`src/rtl/decode_ctrl_stage.sv`:
```
// decode_ctrl_stage
//   Registered RV32I/RV64I decode/control stage between fetch and execute.
//   Each accepted instruction is decoded combinationally and the control word
//   is written into a 2-entry skid buffer. The outputs always show the buffer
//   head and read all-zero when the buffer is empty.
//
//   Optional feature: define DECODE_PERF_CNT_EN to build saturating counters
//   of accepted words and accepted illegal words. When it is undefined the
//   counter outputs are tied to zero.
//
// Ports
//   clk_i, cntrst_i        clock, synchronous active-high reset
//   flush_i                drop every buffered entry and the same-cycle input
//   in_valid_i/in_ready_o  input handshake (instr_i, pc_i)
//   out_valid_o/out_ready_i output handshake
//   pc_o                   PC of the head entry
//   I/S/SB/U/UJ_EN_o       immediate-format enables
//   RWR_EN_o               register write enable
//   BE_o/JALRE_o/UJE_o     branch / JALR / JAL redirect enables
//   ALUop_o, sgn_o, arth_o, word_o, illegal_o   ALU control and illegal flag
//   illegal_cnt_o, decoded_cnt_o                performance counters
module decode_ctrl_stage #(
  parameter int XLEN    = 64,
  parameter int PC_W    = 32,
  parameter int ALUOP_W = 6,
  parameter int CNT_W   = 16
) (
  input  logic               clk_i,
  input  logic               cntrst_i,
  input  logic               flush_i,
  input  logic               in_valid_i,
  output logic               in_ready_o,
  input  logic [31:0]        instr_i,
  input  logic [PC_W-1:0]    pc_i,
  output logic               out_valid_o,
  input  logic               out_ready_i,
  output logic [PC_W-1:0]    pc_o,
  output logic               I_EN_o,
  output logic               S_EN_o,
  output logic               SB_EN_o,
  output logic               U_EN_o,
  output logic               UJ_EN_o,
  output logic               RWR_EN_o,
  output logic               BE_o,
  output logic               JALRE_o,
  output logic               UJE_o,
  output logic [ALUOP_W-1:0] ALUop_o,
  output logic               sgn_o,
  output logic               arth_o,
  output logic               word_o,
  output logic               illegal_o,
  output logic [CNT_W-1:0]   illegal_cnt_o,
  output logic [CNT_W-1:0]   decoded_cnt_o
);

  localparam bit IS64 = (XLEN == 64);

  localparam logic [6:0] OPC_LOAD   = 7'b0000011;
  localparam logic [6:0] OPC_OPIMM  = 7'b0010011;
  localparam logic [6:0] OPC_OPIMMW = 7'b0011011;
  localparam logic [6:0] OPC_OP     = 7'b0110011;
  localparam logic [6:0] OPC_OPW    = 7'b0111011;
  localparam logic [6:0] OPC_STORE  = 7'b0100011;
  localparam logic [6:0] OPC_BRANCH = 7'b1100011;
  localparam logic [6:0] OPC_LUI    = 7'b0110111;
  localparam logic [6:0] OPC_AUIPC  = 7'b0010111;
  localparam logic [6:0] OPC_JAL    = 7'b1101111;
  localparam logic [6:0] OPC_JALR   = 7'b1100111;

  localparam logic [ALUOP_W-1:0] A_ADD  = ALUOP_W'(0);
  localparam logic [ALUOP_W-1:0] A_LINK = ALUOP_W'(9);
  localparam logic [ALUOP_W-1:0] A_SUB  = ALUOP_W'(10);
  localparam logic [ALUOP_W-1:0] A_PASS = ALUOP_W'(11);

  typedef struct packed {
    logic               i_en, s_en, sb_en, u_en, uj_en, rwr_en, be, jalre, uje;
    logic [ALUOP_W-1:0] aluop;
    logic               sgn, arth, word, illegal;
  } ctrl_t;

  typedef struct packed {
    logic [PC_W-1:0] pc;
    ctrl_t           ctrl;
  } entry_t;

  // func3 -> ALUop for register/immediate ALU ops; alt selects SUB/SRA.
  function automatic logic [ALUOP_W-1:0] alu_f3(input logic [2:0] f3, input logic alt);
    case (f3)
      3'd0:    alu_f3 = alt ? A_SUB : A_ADD;
      3'd1:    alu_f3 = ALUOP_W'(1);
      3'd2:    alu_f3 = ALUOP_W'(2);
      3'd3:    alu_f3 = ALUOP_W'(3);
      3'd4:    alu_f3 = ALUOP_W'(4);
      3'd5:    alu_f3 = alt ? ALUOP_W'(6) : ALUOP_W'(5);
      3'd6:    alu_f3 = ALUOP_W'(7);
      default: alu_f3 = ALUOP_W'(8);
    endcase
  endfunction

  logic [6:0] opc, f7;
  logic [2:0] f3;
  assign opc = instr_i[6:0];
  assign f3  = instr_i[14:12];
  assign f7  = instr_i[31:25];

  // Register specifiers and immediates are not part of the control word.
  logic unused_fields;
  assign unused_fields = ^{instr_i[24:15], instr_i[11:7]};

  // Full-width shift func7 check: on RV64 func7[0] is shamt[5].
  logic sh_lo, sh_hi;
  assign sh_lo = IS64 ? (f7[6:1] == 6'b000000) : (f7 == 7'b0000000);
  assign sh_hi = IS64 ? (f7[6:1] == 6'b010000) : (f7 == 7'b0100000);

  ctrl_t dec;
  logic  ill;

  always_comb begin
    dec = '0;
    ill = 1'b0;
    case (opc)
      OPC_LOAD: begin
        dec.i_en   = 1'b1;
        dec.rwr_en = 1'b1;
        dec.aluop  = A_ADD;
        dec.sgn    = (f3 <= 3'd2);
        ill        = (f3 == 3'd7) || (!IS64 && (f3 == 3'd3 || f3 == 3'd6));
      end
      OPC_OPIMM: begin
        dec.i_en   = 1'b1;
        dec.rwr_en = 1'b1;
        dec.arth   = (f3 == 3'd5) && sh_hi;
        dec.aluop  = alu_f3(f3, dec.arth);
        if (f3 == 3'd1)      ill = !sh_lo;
        else if (f3 == 3'd5) ill = !(sh_lo || sh_hi);
      end
      OPC_OPIMMW: begin
        dec.i_en   = 1'b1;
        dec.rwr_en = 1'b1;
        dec.word   = 1'b1;
        dec.arth   = (f3 == 3'd5) && (f7 == 7'b0100000);
        dec.aluop  = alu_f3(f3, dec.arth);
        // W shifts have a 5-bit shamt, so func7 is checked in full.
        case (f3)
          3'd0:    ill = !IS64;
          3'd1:    ill = !IS64 || (f7 != 7'b0000000);
          3'd5:    ill = !IS64 || !(f7 == 7'b0000000 || f7 == 7'b0100000);
          default: ill = 1'b1;
        endcase
      end
      OPC_OP, OPC_OPW: begin
        dec.rwr_en = 1'b1;
        dec.word   = (opc == OPC_OPW);
        dec.arth   = (f7 == 7'b0100000);
        dec.aluop  = alu_f3(f3, dec.arth);
        if (f7 == 7'b0000000)      ill = 1'b0;
        else if (dec.arth)         ill = !(f3 == 3'd0 || f3 == 3'd5);
        else                       ill = 1'b1;
        if (opc == OPC_OPW && !(IS64 && (f3 == 3'd0 || f3 == 3'd1 || f3 == 3'd5)))
          ill = 1'b1;
      end
      OPC_STORE: begin
        dec.s_en  = 1'b1;
        dec.aluop = A_ADD;
        ill       = (f3 > 3'd3) || (!IS64 && f3 == 3'd3);
      end
      OPC_BRANCH: begin
        dec.sb_en = 1'b1;
        dec.be    = 1'b1;
        dec.aluop = A_SUB;
        dec.sgn   = (f3 == 3'd4) || (f3 == 3'd5);
        ill       = (f3 == 3'd2) || (f3 == 3'd3);
      end
      OPC_LUI: begin
        dec.u_en   = 1'b1;
        dec.rwr_en = 1'b1;
        dec.aluop  = A_PASS;
      end
      OPC_AUIPC: begin
        dec.u_en   = 1'b1;
        dec.rwr_en = 1'b1;
        dec.aluop  = A_ADD;
      end
      OPC_JAL: begin
        dec.uj_en  = 1'b1;
        dec.uje    = 1'b1;
        dec.rwr_en = 1'b1;
        dec.aluop  = A_LINK;
      end
      OPC_JALR: begin
        dec.i_en   = 1'b1;
        dec.jalre  = 1'b1;
        dec.rwr_en = 1'b1;
        dec.aluop  = A_LINK;
        ill        = (f3 != 3'd0);
      end
      default: ill = 1'b1;
    endcase
    // Illegal words carry only the illegal flag.
    if (ill) begin
      dec         = '0;
      dec.illegal = 1'b1;
    end
  end

  // 2-entry skid buffer, ent[0] is the head.
  entry_t     ent [2];
  logic [1:0] cnt;
  logic       push, pop, wr_idx;

  assign in_ready_o  = (cnt != 2'd2);
  assign out_valid_o = (cnt != 2'd0);
  assign push        = in_valid_i && in_ready_o && !flush_i;
  assign pop         = out_valid_o && out_ready_i;
  // Slot for the new entry after any same-cycle shift of the head.
  assign wr_idx      = pop ? (cnt == 2'd2) : cnt[0];

  always_ff @(posedge clk_i) begin
    if (cntrst_i) begin
      cnt    <= 2'd0;
      ent[0] <= '0;
      ent[1] <= '0;
    end else if (flush_i) begin
      cnt <= 2'd0;
    end else begin
      if (pop)  ent[0] <= ent[1];
      if (push) ent[wr_idx] <= '{pc: pc_i, ctrl: dec};
      cnt <= cnt + 2'(push) - 2'(pop);
    end
  end

  entry_t head;
  assign head = out_valid_o ? ent[0] : '0;

  assign pc_o      = head.pc;
  assign I_EN_o    = head.ctrl.i_en;
  assign S_EN_o    = head.ctrl.s_en;
  assign SB_EN_o   = head.ctrl.sb_en;
  assign U_EN_o    = head.ctrl.u_en;
  assign UJ_EN_o   = head.ctrl.uj_en;
  assign RWR_EN_o  = head.ctrl.rwr_en;
  assign BE_o      = head.ctrl.be;
  assign JALRE_o   = head.ctrl.jalre;
  assign UJE_o     = head.ctrl.uje;
  assign ALUop_o   = head.ctrl.aluop;
  assign sgn_o     = head.ctrl.sgn;
  assign arth_o    = head.ctrl.arth;
  assign word_o    = head.ctrl.word;
  assign illegal_o = head.ctrl.illegal;

`ifdef DECODE_PERF_CNT_EN
  logic [CNT_W-1:0] ill_cnt, dec_cnt;

  // Saturating; only reset clears them, flush does not.
  always_ff @(posedge clk_i) begin
    if (cntrst_i) begin
      ill_cnt <= '0;
      dec_cnt <= '0;
    end else if (push) begin
      if (dec_cnt != '1)                 dec_cnt <= dec_cnt + 1'b1;
      if (dec.illegal && ill_cnt != '1)  ill_cnt <= ill_cnt + 1'b1;
    end
  end

  assign illegal_cnt_o = ill_cnt;
  assign decoded_cnt_o = dec_cnt;
`else
  assign illegal_cnt_o = '0;
  assign decoded_cnt_o = '0;
`endif

endmodule

```
`config.mk`:
```
export PLATFORM = sky130hd
export DESIGN_NAME = decode_ctrl_stage
export DESIGN_NICKNAME = d
export VERILOG_FILES = /design/src/rtl/decode_ctrl_stage.sv
export SDC_FILE = /design/constraint.sdc
export NUM_CORES = 1
export LEC_CHECK = 0
export CORE_MARGIN = 3
export CORE_UTILIZATION = 43
export DETAILED_ROUTE_END_ITERATION = 16
export HOLD_SLACK_MARGIN = 0.06
export PLACE_DENSITY = 0.78
export SETUP_SLACK_MARGIN = 0.02
export SKIP_LAST_GASP = 1
export SLEW_MARGIN = 20
export SYNTH_ARGS = -nofsm -noshare
export SYNTH_HDL_FRONTEND = slang
export SYNTH_SLANG_ARGS = --single-unit
export TNS_END_PERCENT = 50
```
`constraint.sdc`:
```
create_clock -name clk_i -period 2.6 [get_ports clk_i]
set_input_delay 0.52 -clock clk_i [delete_from_list [all_inputs] [get_ports clk_i]]
set_output_delay 0.52 -clock clk_i [all_outputs]
set_load 0.02 [all_outputs]
```
Word level (Yosys, flattened, before mapping). Memory sizes are Yosys's and may differ from the RTL's. Index checks and enable logic that the tools add are counted.

Bits of input ports: 69. Bits in writable memories: 102. Word-level logic and storage cells: 106. Register bits after elaboration: 2. Memories kept: 1.

Reduce and logical (&&, ||, !) cells: 33. Add/subtract/negate cells: 2. Multiplexer cells: 44. Eq/ne operators: 22. Bitwise logic cells: 1. Magnitude comparators: 2.

Memories: ent (words 2, width 51, rd ports 2, clocked after Yosys merged registers in 0, write ports 2, RTL line 207) `entry_t ent [2];`.

Operators by type and width (count): 51-bit two-way mux (3); 4-bit one-hot mux with 7 select lines (3); 51-bit OR reduction (1); 6-bit one-hot mux with 6 select lines (1); 7-bit by 6-bit equality test with 1-bit output (second input constant) (5); 1-bit two-way mux (25); 7-bit by 5-bit equality test with 1-bit output (second input constant) (3); 7-bit equality test (second input constant) (3); 19-bit two-way mux (1); 3-bit equality test (second input constant) (4); 4-bit two-way mux (3); 9-bit OR reduction (1); 1-bit one-hot mux with 8 select lines (1); 2-bit OR reduction (4); 7-bit by 2-bit equality test with 1-bit output (second input constant) (1); 7-bit zero test (1); 1-bit logical OR (7); 7-bit nonzero test (1); 3-bit by 2-bit equality test with 1-bit output (second input constant) (2); 6-bit by 5-bit equality test with 1-bit output (second input constant) (1); 1-bit logical AND (6); 1-bit zero test (6); 6-bit zero test (1); 2-bit two-way mux (3); 15 further kinds (17).

Longest topological paths before layout. Gate-level depths: netlist (run 1).

Word-level depth: 9. Depth in mapped cells: 9.

Least setup slack after synthesis (run 1). No wires, ideal clock.

Path kind: in2reg. Start: input flush_i. End: memory ent[0][0] (netlist name) (enable). Stages on the path: 5. Path buffers: 1. Arrival: 2.146 ns. Slack: 0.048 ns. Cell sequence: nor2_1 > nand2_1 > a21oi_1 > buf_2 > or3_1.

RTL lines: from (decl) (RTL line 30) `input logic flush_i,`; to (decl) (RTL line 207).

Worst setup path in the final report (run 1).
Start: register cnt[0]. End: output BE_o.

Longest elaborated chain between the ends: 2.

RTL lines: from (decl) (RTL line 208) `logic [1:0] cnt;`; from (signal assigned) (RTL line 228) `cnt <= cnt + 2'(push) - 2'(pop);`; 2-bit nonzero test (RTL line 212) `assign out_valid_o = (cnt != 2'd0);`; 51-bit two-way mux (RTL line 233) `assign head = out_valid_o ? ent[0] : '0;`; to (decl) (RTL line 44) `output logic BE_o,`.

Every way passes these cells.

==> results of run 1 <==
## stage by stage
stage | std cells | cell area [µm²] | hold WS (ns)
floorplan | 463 | 5067 | 0.4963
global route | 702 | 6564 | 0.5341
global placement | 684 | 6251 | 0.5014
CTS | 700 | 6549 | 0.5223
finish | 702 | 6564 | 0.5168
detailed placement | 684 | 6251 | 0.5090
## report_power, final
group / switching [µW] / internal [µW]
combinational: 237 / 199
clock: 546 / 747
sequential: 17.5 / 1780
total: 800 / 2720
## final timing paths
| check | startpoint | to | slack, ns |
|---|---|---|---|
| min reg2reg | ent[1][4] | ent[0][4] | 0.52 |
| min | ent[1][4] | ent[0][4] | 0.52 |
| max reg2reg | cnt[0] | ent[0][26] | 0.47 |
| max | cnt[0] | BE_o | 0.12 |
## placed cells by master, fill, tap and decap left out, types with 2 or more instances in the layout
cell,instances
o21ai_2,10
clkbuf_16,9
a22o_1,33
or3_1,3
nand2_1,29
inv_1,8
clkdlybuf4s50_1,104
a31oi_1,2
nor4_1,2
buf_4,40
buf_12,2
a21oi_1,8
ha_1,2
inv_6,2
clkinv_2,2
conb_1,34
nand3b_1,2
nand3_1,6
nand4b_1,2
nor2_1,22
o21ai_0,9
edfxtp_1,94
nor3_1,8
a211oi_1,3
nor2b_1,5
and3_1,3
and2_1,81
nand4_1,4
dfxtp_1,2
## routing by layer
layer	wire, µm	vias up	share of wire (%)
met1	4249	1671	42
met4	113	0	1.1
met5	0	-	0
li1	-	1736	-
met2	5252	109	52
met3	582	10	5.7
## registers in the layout (all words and copies together) (netlist names)
signal and count:
cnt 2, ent 94
## cell families after synthesis
kind of cell               count (synthesis)  share of synthesized area (%)
adders and majority gates                  2                         0.5061
and+or+nand+nor                          178                          20.07
buffers and inverters                     71                          8.378
xor gates and xnor gates                   2                         0.3544
DFF                                       96                          57.91
AOI/OAI and AO/OA                         80                          12.71
other                                      1                        0.07586
## area by class of cell
class | instances | area [µm²]
multi-input combinational | 296 | 1819
fill | 942 | 4467
sequential | 96 | 2863
tap | 140 | 175.2
clock inverter | 7 | 70.07
timing repair buffer | 146 | 1381
inverter | 8 | 30.03
clock buffer | 9 | 225.2
## timing repair
| action | 4_1_cts | 5_1_grt |
|---|---|---|
| pin swaps | 0 | 1 |
| setup endpoints to repair | 36 | 38 |
| setup buffers | 0 | 2 |
| resized for setup | 1 | 0 |
## critical path, delay by kind of cell (launching register included)
family                 cells  cell delay, ns
AND/OR/NAND/NOR            2            0.40
flip-flops                 1            0.42
buffers and inverters      2            0.81
==> results_dict.tcl, run 1 <==
set metrics [dict create \
    numClockSinks 96 \
    synth_top_area_cell "edfxtp_1" \
    ys_ff_latch 96 \
    slew_headroom_pct 49.64 \
    first_pass_iters 4 \
    ys_types 51 \
    setup_ws_ns 0.1207 \
    ff2ff_path_depth 5 \
    maxSlewViolCount 0 \
    nets 628 \
    fp.dieW_um 113.2 \
    fin_skew_ns 0.004424 \
    synth.top_cells.by_area "edfxtp_1 57%, and2_1 10%, a22o_1 5.8%, buf_4 5.5%, nand2_1 2.2%" \
    die_h_um 113.2 \
    synth.most_common_cell "edfxtp_1" \
    peakVddDrop_mv 0.3782 \
    cts_tree "done" \
    cts_buffer_depth 2 \
    boundaryPins 154 \
    synth-main-ff-cell "edfxtp_1" \
    powerDensity_mw_per_mm2 536.8 \
    cts_made_buffers 9 \
    hold_path.class "reg -> reg" \
    finalWirelength_mm 10.20 \
    synth.cell_area_mm2 0.004943 \
    maxCapViolCount 0 \
    htreeDepth 3 \
    critPathMaxStageDelay_ns 0.61 \
    routedWlPerCell_um 14.53 \
    start_util_pct 44.82 \
    cp_cell_sequence "or2_4, buf_4, and2_1, clkdlybuf4s50_1" \
    track_usage_pct 16.22 \
    worst_setup_path_start_kind "flip-flop" \
    postRouteAntennaNets 0 \
    async_flop_share_pct 0 \
    syn2layout_area_growth_pct 32.78 \
    finalSetupViolCount 0 \
    drc 0 \
    clock_latency_ns 0.33 \
    vias 3526 \
    tns_ns 0 \
    dpl_worst_slack_ns -0.1859 \
    core-area_mm2 0.01103 \
    fin_util_pct 59.51 \
    worst_ep_arrival_time_ns 1.96 \
    syn_area_per_cell_um2 11.50 \
    fin_crit_ns 2.479 \
    numPortBuffers 104 \
    netlist_top_cells_count "94 x edfxtp_1, 81 x and2_1, 36 x buf_4" \
    use_met2_pct 28.28 \
    use_met3_pct 3.476 \
    drive_above_1_share_pct 13.88 \
    dp_hpwl_mm 7.430 \
    met1_usage_pct 19.87 \
    leakage_uw 0.002488 \
    clk_pin_slew_ns 0.06 \
    design.die.area_mm2 0.01282 \
    cts_root_buf "clkbuf_16" \
    fp-row-count 38 \
    grt.overflow.total 0 \
    end_kind "output pin" \
    globalplace.congestion 0.8974 \
    min_path_cells 2 \
    synth_edf_count 94 \
    tightest_slew_ns 0.7492 \
    yosysTopAreaCellShare_pct 57.10 \
    syn_inst 430 \
    grt_pass1_wl_mm 16.76 \
    drt_iter0_drc 171 \
    p_total_uw 3524 \
    slowest_stage "clkdlybuf4s50_1" \
    rsz0062_at_grt "true" \
    status "finished clean" \
    finalCritPeriodShare_pct 95.36 \
    grt_busiest_layer "met2" \
    hold_viol_final 0 \
    max_freq_mhz 403.3 \
    cts_hold_buf 0 \
    path_max_fanout 13 \
    antenna-diode-count 0 \
    ys_seq_area_share_pct 57.91 \
    viasPerCell 5.023 \
    synth_warnings 0 \
    setup.worst_path.class "reg -> out" \
    grt_pass1_vias 3467 \
    cp_data_required_time_ns 2.08 \
    grt_max_degree 48 \
    grt_antenna_before_repair 0 \
]
(Power assumes the default switching activity.)
==> run 2: changes to the inputs <==
==> constraint.sdc (replaced) <==
create_clock -name clk_i -period 2 [get_ports clk_i]
set_input_delay 0.4 -clock clk_i [delete_from_list [all_inputs] [get_ports clk_i]]
set_output_delay 0.4 -clock clk_i [all_outputs]
set_load 0.02 [all_outputs]
==> run 2 against run 1 <==
Against the previous run: the run now ends with negative setup slack left; combinational power grew 40%; clock power grew 36%; hold slack gained 0.0052 ns; non-clock buffer count grew 25; cell area grew 5.5%; first-iteration DRC count grew 22%; clock-buffer cell count grew 1; die area is the same.
==> results_dict.tcl, run 2 (synthesis results as in run 1) <==
set metrics [dict create \
    finalCritPeriodShare_pct 102.1 \
    p_total_uw 4711 \
    cp_data_required_time_ns 2.08 \
    fin_skew_ns 0.006072 \
    track_usage_pct 17.07 \
    ff2ff_path_depth 6 \
    dp_hpwl_mm 7.625 \
    end_kind "flip-flop" \
    min_path_cells 2 \
    holdPathEnd "ent[0][1]" \
    hold_viol_final 0 \
    grt.overflow.total 0 \
    layout_common_cells "94 x edfxtp_1, 80 x and2_1, 53 x buf_4" \
    syn2layout_area_growth_pct 40.09 \
    setup.worst_path.class "in -> reg" \
    stdcell_area_mm2 0.006925 \
    first_pass_iters 4 \
    dpl.cell_count 704 \
    grt_antenna_before_repair 0 \
    rsz0062_at_grt "true" \
    worst_setup_path_start_kind "input pin" \
    drive_above_1_share_pct 29.13 \
    reg2reg_slack_ns 0.23 \
    peakVddDrop_mv 0.5076 \
    drt_iter0_drc 208 \
    die_h_um 113.2 \
    core-area_mm2 0.01103 \
    place_area_mm2 0.006467 \
    fp.dieW_um 113.2 \
    hold_path_startpoint "ent[1][1]" \
    globalplace.congestion 0.8756 \
    leakage_uw 0.002804 \
    antenna-diode-count 0 \
    largest_reg_flops 94 \
    numPortBuffers 104 \
    start_util_pct 44.82 \
    cts_root_buf "clkbuf_16" \
    viasPerCell 5.021 \
    finalWirelength_mm 10.99 \
    grt_max_degree 48 \
    r2r-start "cnt[1]" \
    hold_path.class "reg -> reg" \
    cts_tree "done" \
    maxSlewViolCount 0 \
    final_common_cell "edfxtp_1" \
    postRouteAntennaNets 0 \
    instances_no_fill 727 \
    grt_pass1_vias 3491 \
    htreeDepth 3 \
    final-seq-area_mm2 0.002864 \
    fillers 891 \
    fp-row-count 38 \
    worst_ep_arrival_time_ns 2.12 \
    clk_pin_slew_ns 0.06 \
    top_register "ent" \
    max_freq_mhz 489.6 \
    finalSetupViolCount 15 \
    r2r_end "ent[0][23]" \
    top_regs "ent (94), cnt (2)" \
    slew_headroom_pct 67.27 \
    fin_crit_ns 2.042 \
    nets 653 \
    fin_hold_ws_ns 0.5219 \
    tightest_slew_ns 0.4848 \
    setup_ws_ns -0.04236 \
    grt_pass1_wl_mm 17.28 \
    maxCapViolCount 0 \
    violations "negative setup slack" \
    vias 3650 \
    routedWlPerCell_um 15.12 \
    multi_input_area_mm2 0.001971 \
    boundaryPins 154 \
    clock_latency_ns 0.33 \
    cts_buffer_depth 2 \
    status "finished with violations" \
    tns_ns -0.2901 \
    design.die.area_mm2 0.01282 \
    drc 0 \
    powerDensity_mw_per_mm2 680.2 \
    path_max_fanout 5 \
    numClockSinks 96 \
    cts_made_buffers 9 \
]
run 2: cell count changes in the layout (fill, tap and decap cells not counted), moves of 11 or more:
cell             before  now
buf_2                 0   15
buf_4                40   53
clkbuf_2              0   12
clkdlybuf4s15_2       0   14
clkdlybuf4s50_1     104   38
nor2_1               22   11
run 2: how the worst max path moves through the flow:
stage | startpoint | end | slack [ns] | depth (start not counted)
after floorplan | instr_i[26] | ent[0][6] | -0.1 | 7
after global placement | instr_i[26] | ent[0][2] | -0.57 | 8
after detailed placement | instr_i[26] | ent[0][2] | -0.70 | 8
after CTS | cnt[1] | pc_o[11] | -0.14 | 4
after global routing | instr_i[27] | ent[1][5] | -0.16 | 8
final | instr_i[6] | ent[1][5] | -0.04 | 9
run 2: metal layers:
layer  global-route usage, %  vias to the layer above  routed length [µm]
li1                        -                     1785                   -
met1                   20.59                     1718                4350
met2                   30.53                      125                5800
met3                   2.781                       22                 612
met4                   6.571                        0                 225
met5                       0                        -                   0
run 2: critical path, cell delays in order:
cell	delay, ns
dlygate4sd2_1	0.25
nand4bb_1	0.21
or4_4	0.53
a31oi_4	0.18
a311oi_4	0.05
buf_4	0.16
nand4_1	0.12
buf_6	0.16
nor2_1	0.05
run 2: cell type report:
cell class | count | area share (%)
flip-flops and latches | 96 | 41.36
clock inverters | 6 | 1.210
well taps | 140 | 2.529
inverters | 8 | 0.4336
repair buffers | 171 | 22.71
multi-input cells | 296 | 28.46
clock buffers | 10 | 3.306
run 2: what timing repair did:
action | 4_1_cts | 5_1_grt
pin swaps | 16 | 13
hold endpoints to repair | 0 | 0
cloned | 2 | 1
hold buffers | 0 | 0
gates resized for setup | 157 | 67
setup endpoints to repair | 74 | 60
setup buffers | 3 | 1
run 2: stage by stage:
| step | setup WS, ns | utilization (%) |
|---|---|---|
| after floorplan | -0.09749 | - |
| after global placement | -0.5670 | 58.63 |
| after detailed placement | -0.7011 | 58.63 |
| after CTS | -0.1377 | 61.94 |
| after global routing | -0.1600 | 62.78 |
| final | -0.04236 | 62.78 |
run 2: power breakdown:
group          switching [µW]  internal [µW]  total [µW]  leakage (µW)
registers                22.5           2310        2330      0.000996
logic                     335            277         612       0.00166
clock network             677           1090        1760      0.000146
total                    1030           3680        4710       0.00280
==> run 3: changes to the inputs <==
--- a/config.mk
+++ b/config.mk
@@ -16,4 +16,4 @@
 export SYNTH_ARGS = -nofsm -noshare
 export SYNTH_HDL_FRONTEND = slang
 export SYNTH_SLANG_ARGS = --single-unit
-export TNS_END_PERCENT = 50
+export TNS_END_PERCENT = 30
==> run 3 against run 2 <==
Against the previous run: the run still ends with negative setup slack left; clock skew is essentially flat; global-route usage about the same; via count increased by 0.47%; cell area fell by 0.11%; hold slack barely moved; cell count did not move; die area did not move.
==> results_dict.tcl, run 3 (synthesis results as in run 1) <==
set metrics [dict create \
    nets 653 \
    drive_above_1_share_pct 28.96 \
    cp_cell_sequence "dlygate4sd2_1, nand4bb_1, or4_4, a31oi_4, a311oi_4, buf_4, nand4_1, buf_6, nor2_1" \
    core-area_mm2 0.01103 \
    critPathMaxStageDelay_ns 0.53 \
    end_kind "flip-flop" \
    postRouteAntennaNets 0 \
    drc 0 \
    clk_pin_slew_ns 0.06 \
    vias 3667 \
    rsz0062_at_grt "true" \
    r2r-start "cnt[1]" \
    violations "negative setup slack" \
    boundaryPins 154 \
    grt_antenna_before_repair 0 \
    numClockSinks 96 \
    top_regs "ent (94), cnt (2)" \
    finalWirelength_mm 10.98 \
    design.die.area_mm2 0.01282 \
    routedWlPerCell_um 15.11 \
    viasPerCell 5.044 \
    worst_setup_path_start_kind "input pin" \
    maxSlewViolCount 0 \
    top_register "ent" \
    layout_common_cells "94 x edfxtp_1, 80 x and2_1, 53 x buf_4" \
    p_total_uw 4709 \
    die_h_um 113.2 \
    finalCritPeriodShare_pct 102.4 \
    finalSetupViolCount 17 \
    globalplace.congestion 0.8756 \
    slew_headroom_pct 67.32 \
    leakage_uw 0.002815 \
    final_common_cell "edfxtp_1" \
    cts_made_buffers 9 \
    drt_iter0_drc 250 \
    hold_path_startpoint "ent[1][1]" \
    grt.overflow.total 0 \
    reg2reg_slack_ns 0.26 \
    grt_max_degree 48 \
    slowest_stage "or4_4" \
    grt_pass1_wl_mm 17.30 \
    start_util_pct 44.82 \
    powerDensity_mw_per_mm2 680.7 \
    place_area_mm2 0.006467 \
    clock_latency_ns 0.33 \
    tightest_slew_ns 0.4841 \
    hold_path.class "reg -> reg" \
    fp-row-count 38 \
    first_pass_iters 4 \
    setup_ws_ns -0.04736 \
    path_max_fanout 5 \
    peakVddDrop_mv 0.5080 \
    cp_data_required_time_ns 2.07 \
    fin_skew_ns 0.005983 \
    numPortBuffers 104 \
    cts_buffer_depth 2 \
    syn2layout_area_growth_pct 39.94 \
    min_path_cells 2 \
    fp.dieW_um 113.2 \
    hold_viol_final 0 \
    fin_util_pct 62.72 \
    grt_pass1_vias 3497 \
    cts_tree "done" \
    ff2ff_path_depth 6 \
    largest_reg_flops 94 \
    stdcell_area_mm2 0.006918 \
    maxCapViolCount 0 \
    antenna-diode-count 0 \
    max_freq_mhz 488.4 \
    status "finished with violations" \
    r2r_end "ent[0][42]" \
    worst_ep_arrival_time_ns 2.12 \
    track_usage_pct 17.08 \
    fin_crit_ns 2.047 \
    holdPathEnd "ent[0][1]" \
    cts_root_buf "clkbuf_16" \
    setup.worst_path.class "in -> reg" \
    cts_hold_buf 0 \
    htreeDepth 3 \
    dp_hpwl_mm 7.625 \
]
-- run 3: cell types whose count changed in the layout (fill, tap and decap cells not counted), sizes merged --
cell / previous run / this run
dlymetal6s2s: 8 / 7
bufbuf: 0 / 1
buf: 84 / 74
clkbuf: 22 / 31
clkdlybuf4s50: 38 / 39
clkdlybuf4s15: 24 / 17
dlygate4sd2: 5 / 12
-- run 3: timing repair --
item	in CTS	in global routing
buffers inserted	3	1
gates cloned	2	1
resized for setup	126	79
pin swaps	16	12
setup endpoints to repair	74	60
-- run 3: report_power, final --
| part | switching, µW | leakage (µW) | internal, µW | total [µW] |
|---|---|---|---|---|
| combinational | 334 | 0.00167 | 279 | 613 |
| sequential | 22.4 | 0.000995 | 2310 | 2330 |
| clock | 674 | 0.000146 | 1090 | 1760 |
-- run 3: per-stage QoR --
stage          cells  setup WS, ns  hold WS (ns)  TNS [ns]
2_1_floorplan    463      -0.09749        0.4766    -1.279
3_5_place_dp     704       -0.7011        0.5078    -18.81
4_1_cts          725       -0.1434        0.5240    -4.197
5_1_grt          727       -0.1675        0.5326    -2.074
3_3_place_gp     704       -0.5670        0.4989    -13.75
6_report         727      -0.04736        0.5219   -0.3322
-- run 3: worst max-delay path by stage --
stage / startpoint / endpoint
2_1_floorplan: instr_i[26] / ent[0][6]
3_3_place_gp: instr_i[26] / ent[0][2]
3_5_place_dp: instr_i[26] / ent[0][2]
4_1_cts: cnt[1] / pc_o[24]
5_1_grt: instr_i[30] / ent[1][5]
6_report: instr_i[6] / ent[1][5]
-- run 3: cell type report --
cell class	instances	area, µm²
Fill cell	894	4113
Sequential cell	96	2863
Multi-Input combinational cell	296	1971
Timing Repair Buffer	171	1567
Clock buffer	10	229.0
Tap cell	140	175.2
Clock inverter	6	83.83
Inverter	8	30.03
-- run 3: critical path, delay by kind of cell --
family | cells | cell delay [ns]
AND/OR/NAND/NOR | 4 | 0.91
buffers and inverters | 3 | 0.57
AO/OA/AOI/OAI | 2 | 0.23
-- run 3: routing by layer --
metal  routed length (µm)  track usage (%)  share of wire, %  vias up
met2                 5840            30.57                53      122
met4                  199            6.571               1.8        0
li1                     -                -                 -     1783
met3                  545            2.781               5.0       18
met1                 4398            20.59                40     1744
met5                    0                0                 0        -
